$ cat src/rtl/boot_loader.sv
// Byte-stream program loader: receives a length-prefixed little-endian image, writes it word by word
// into instruction memory and holds the CPU in reset until done. BOOT_CHECKSUM_EN adds an XOR trailer check.
module boot_loader #(
    parameter int ADDR_W    = 7,
    parameter int MAX_WORDS = 128
) (
    input  logic              clk,
    input  logic              rst,
    input  logic              in_valid,
    input  logic [7:0]        in_byte,
    output logic              in_ready,
    output logic              imem_we,
    output logic [ADDR_W-1:0] imem_addr,
    output logic [31:0]       imem_wdata,
    output logic              cpu_hold,
    output logic              done,
    output logic              err
);

    localparam logic [15:0] MAX_LEN = 16'(MAX_WORDS);

    typedef enum logic [2:0] {
        ST_LEN_LO = 3'd0,
        ST_LEN_HI = 3'd1,
        ST_DATA   = 3'd2,
        ST_WRITE  = 3'd3,
        ST_DONE   = 3'd4,
        ST_ERR    = 3'd5
`ifdef BOOT_CHECKSUM_EN
      , ST_CHK    = 3'd6
`endif
    } state_t;

    state_t          state_r;
    state_t          state_s;
    logic            take_s;
    logic            len_bad_s;
    logic            last_s;
    logic            word_full_s;
    logic [15:0]     len_full_s;
    logic [ADDR_W:0] idx_inc_s;
    logic [7:0]      len_lo_r;
    logic [ADDR_W:0] len_r;
    logic [ADDR_W:0] idx_r;
    logic [1:0]      bcnt_r;
    logic [23:0]     asm_r;
`ifdef BOOT_CHECKSUM_EN
    logic [7:0]      xor_r;
`endif

    // Ready is a pure decode of the registered state
    always_comb begin
        in_ready = 1'b0;
        case (state_r)
            ST_LEN_LO: in_ready = 1'b1;
            ST_LEN_HI: in_ready = 1'b1;
            ST_DATA:   in_ready = 1'b1;
`ifdef BOOT_CHECKSUM_EN
            ST_CHK:    in_ready = 1'b1;
`endif
            default:   in_ready = 1'b0;
        endcase
    end

    // Handshake, length validity and word-boundary decode
    always_comb begin
        take_s      = in_valid && in_ready;
        len_full_s  = {in_byte, len_lo_r};
        len_bad_s   = (len_full_s == 16'd0) || (len_full_s > MAX_LEN);
        idx_inc_s   = idx_r + {{ADDR_W{1'b0}}, 1'b1};
        last_s      = (idx_inc_s == len_r);
        word_full_s = take_s && (state_r == ST_DATA) && (bcnt_r == 2'd3);
    end

    // Next-state logic
    always_comb begin
        state_s = state_r;
        case (state_r)
            ST_LEN_LO: begin
                if (take_s) state_s = ST_LEN_HI;
                else        state_s = state_r;
            end
            ST_LEN_HI: begin
                if (take_s && len_bad_s)  state_s = ST_ERR;
                else if (take_s)          state_s = ST_DATA;
                else                      state_s = state_r;
            end
            ST_DATA: begin
                if (word_full_s) state_s = ST_WRITE;
                else             state_s = state_r;
            end
            ST_WRITE: begin
`ifdef BOOT_CHECKSUM_EN
                if (last_s) state_s = ST_CHK;
`else
                if (last_s) state_s = ST_DONE;
`endif
                else        state_s = ST_DATA;
            end
`ifdef BOOT_CHECKSUM_EN
            ST_CHK: begin
                if (take_s && (in_byte == xor_r)) state_s = ST_DONE;
                else if (take_s)                  state_s = ST_ERR;
                else                              state_s = state_r;
            end
`endif
            ST_DONE: state_s = ST_DONE;
            ST_ERR:  state_s = ST_ERR;
            // Unreachable encodings fail safe: CPU stays held
            default: state_s = ST_ERR;
        endcase
    end

    // State register
    always_ff @(posedge clk) begin
        if (!rst) state_r <= ST_LEN_LO;
        else      state_r <= state_s;
    end

    // Length capture, word assembly and word index
    always_ff @(posedge clk) begin
        if (!rst) begin
            len_lo_r <= 8'd0;
            len_r    <= {(ADDR_W+1){1'b0}};
            idx_r    <= {(ADDR_W+1){1'b0}};
            bcnt_r   <= 2'd0;
            asm_r    <= 24'd0;
`ifdef BOOT_CHECKSUM_EN
            xor_r    <= 8'd0;
`endif
        end else begin
            if (take_s && (state_r == ST_LEN_LO)) len_lo_r <= in_byte;
            // Length is range-checked before use, so ADDR_W+1 bits always hold it
            if (take_s && (state_r == ST_LEN_HI)) begin
                len_r  <= len_full_s[ADDR_W:0];
                idx_r  <= {(ADDR_W+1){1'b0}};
                bcnt_r <= 2'd0;
            end
            if (take_s && (state_r == ST_DATA)) begin
                bcnt_r <= bcnt_r + 2'd1;
                case (bcnt_r)
                    2'd0:    asm_r[7:0]   <= in_byte;
                    2'd1:    asm_r[15:8]  <= in_byte;
                    2'd2:    asm_r[23:16] <= in_byte;
                    default: asm_r        <= asm_r;
                endcase
`ifdef BOOT_CHECKSUM_EN
                xor_r <= xor_r ^ in_byte;
`endif
            end
            if (state_r == ST_WRITE) idx_r <= idx_inc_s;
        end
    end

    // Registered outputs, derived from the state being entered
    always_ff @(posedge clk) begin
        if (!rst) begin
            imem_we    <= 1'b0;
            imem_addr  <= {ADDR_W{1'b0}};
            imem_wdata <= 32'd0;
            cpu_hold   <= 1'b1;
            done       <= 1'b0;
            err        <= 1'b0;
        end else begin
            imem_we  <= (state_s == ST_WRITE);
            cpu_hold <= (state_s != ST_DONE);
            done     <= (state_s == ST_DONE);
            err      <= (state_s == ST_ERR);
            // The 4th byte goes straight into the top lane of the written word
            if (word_full_s) begin
                imem_addr  <= idx_r[ADDR_W-1:0];
                imem_wdata <= {in_byte, asm_r};
            end
        end
    end

endmodule

$ cat config.mk
export PLATFORM = sky130hd
export DESIGN_NAME = boot_loader
export DESIGN_NICKNAME = d
export VERILOG_FILES = /design/src/rtl/boot_loader.sv
export SDC_FILE = /design/constraint.sdc
export NUM_CORES = 1
export LEC_CHECK = 0
export ABC_AREA = 1
export CAP_MARGIN = 20
export CORE_ASPECT_RATIO = 1.75
export CORE_MARGIN = 2
export CORE_UTILIZATION = 50
export DETAILED_ROUTE_END_ITERATION = 8
export PLACE_DENSITY = 0.74
export SYNTH_ARGS = -nofsm -noshare
export SYNTH_HDL_FRONTEND = slang
export SYNTH_SLANG_ARGS = --single-unit
$ cat constraint.sdc
create_clock -name clk -period 4.3 [get_ports clk]
set_input_delay 0.43 -clock clk [delete_from_list [all_inputs] [get_ports clk]]
set_output_delay 0.43 -clock clk [all_outputs]
set_load 0.01 [all_outputs]
==> run summary <==
Status = completed
Clock Tree Root = clkbuf_16
TritonCTS Sinks = 96
Num CTS Buffers = 9
Initial antenna violation count = 0
TNS Setup = 0 ps
FFs w/ async S/R, synth = 0%
Diodes inserted = 0
Most common library cells after synthesis = nor2_1 (109), dfxtp_1 (96), nand2_1 (82), o21ai_0 (53), a21oi_1 (51)
Syn Area/Cell = 7.45 um2
Crit-path cells = nand2_1, inv_1, nor2_1, clkdlybuf4s50_1
Fin. Hold Viols = 0
Largest cells by area after synthesis = dfxtp_1 (50%), nor2_1 (11%), nand2_1 (8.0%)
DRT iter0 DRCs = 168
Core Box Area = 0.00751 mm2
# hold bufs at CTS = 0
Max cap viols = 0
Final-report setup violation count = 0
Die area = 0.00848 mm2
CP max-delay cell = clkdlybuf4s50_1
Synth cell types = 27
Cell Pwr Density = 396 mW/mm2
Max Slew Vio Count = 0
Most frequent cell after synthesis = nor2_1
Number of synthesized register bits = 96
Critical path type = reg2out
Placed cell area = 0.00440 mm2
Post-route ant nets = 0
WL final = 9140 um
Synthesized Nets = 535
Mapped Cells = 519
Input/output buffers = 54
DP HPWL = 6140 um
Layout cells sized above 1 = 5.32%
Cell taking the most area after synthesis = dfxtp_1
RSZ-0062 raised after global routing = false
First-pass GRT wire length = 14900 um
Warnings, synthesis = 0
Place WS = 2040 ps
Critical Path RT = 3870 ps
Yosys top cell area share = 49.7%
Slew @ Worst Pin = 902 ps
Highest cell delay on the worst timing path = 560 ps
Largest net degree at the start of global routing = 45
First-pass DRT Iterations = 4
Die Y-Extent = 120 um
Nets@finish = 577
Minimum clock period = 1990 ps
Via count = 3473
Kind of start point of the critical path = flip-flop
Clk buf depth = 2
Top FF cell, synth = dfxtp_1
Routability congestion estimate = 0.849
Clock skew = 6.29 ps
Slew HR = 39.7%
Overall Global Routing Usage = 22.3%
Total grt overflow = 0
H-tree levels = 3
Clock latency on the worst-skew pair = 340 ps
I/O Pins = 55
CTS clock-pin slew for the worst setup and hold paths = 60 ps
CP endpoint kind = output pin
Die X = 70.5 um
Setup repair bufs after CTS = 0
Rows = 42
Area Growth Syn to Fin = 21.7%
Number of global-route vias before repair = 3335
Pleak = 0.00190 uW
Vias/cell = 5.33
CTS tree = done
Critical Path Fanout Max = 5
Fin area = 0.00471 mm2
EDFF count, synth = 0
Register area share after synthesis = 49.7%
Worst setup margin = 2310 ps
WL per Instance = 14.0 um
Post-Synthesis Cell Area = 0.00387 mm2
Initial core utilization = 51.4%
Ratio of final minimum period to clock period = 46.2%
Post-cts resize count = 0
Worst Hold Class = reg2reg
Crit path DAT = 1560 ps
Core Util, Final = 62.6%
DRC = 0
Peak Freq = 503 MHz
Maximum VDD drop = 0.000259 V
final timing paths:
check,from,to,slack [ps],cells after the start
max,state_r[1],in_ready,2310,4
min,asm_r[2],asm_r[2],470,2
max reg2reg,idx_r[0],done,2420,9
min reg2reg,asm_r[2],asm_r[2],470,2
cell type report:
type	instances	area (um2)
Sequential cell	96	1920
Inverter	30	113
Multi-Input combinational cell	368	1700
Clock buffer	10	239
Timing Repair Buffer	56	556
Fill cell	699	2810
Clock inverter	4	70.1
Tap cell	88	110
stage by stage:
stage          instances  hold WS (ps)  total power [uW]
2_1_floorplan        519           441              1000
3_3_place_gp         638           451              1040
3_5_place_dp         638           456              1040
4_1_cts              652           467              1870
5_1_grt              652           478              1920
6_report             652           466              1860
kinds of logic (layout without fill, tap and decap cells):
logic type	after synthesis	count (layout)	share of synthesized area, %
simple gates	251	251	27.4
compound gates	110	110	14.4
flops	96	96	49.7
buf+inv	55	100	6.41
fa+ha+maj	5	5	1.62
xor+xnor	2	2	0.453
registers in the layout (all words and copies together), names as in the netlist, 2 cells and up:
register,cells
len_r,8
idx_r,8
state_r,3
bcnt_r,2
len_lo_r,8
imem_wdata,32
asm_r,24
imem_addr,7
worst max-delay path, delay by kind of cell, from the launching register on:
family	cells	cell delay (ps)
buffers and inverters	2	610
flip-flops	1	380
AND/OR/NAND/NOR	2	240
layout by cell type (no fill, tap or decap), drive strengths merged:
cell type,netlist,final
a211oi,1,1
xor2,1,1
buf,14,2
o21bai,1,1
clkbuf,11,10
clkdlybuf4s50,0,54
o21ai,57,57
xnor2,1,1
dfxtp,96,96
nand3,42,42
bufinv,0,2
nor2,113,113
nand2,84,84
nand4,6,6
ha,5,5
nand3b,3,3
inv,30,30
nor3,3,3
clkinv,0,2
a21oi,51,51
routing by layer:
layer | vias up | GRT usage, % | wire (um)
met5 | - | 0 | 0
met4 | 0 | 12.6 | 296
met3 | 23 | 4.58 | 343
met2 | 75 | 40.0 | 4720
met1 | 1595 | 23.7 | 3780
li1 | 1780 | - | -
report_power, final:
part	switching (uW)	internal, uW	leakage, uW
sequential	13.2	907	0.000776
clock	324	517	0.000154
combinational	67.3	35.5	0.000972
total	404	1460	0.00190
Note: power is estimated with default switching activity, not from simulation.
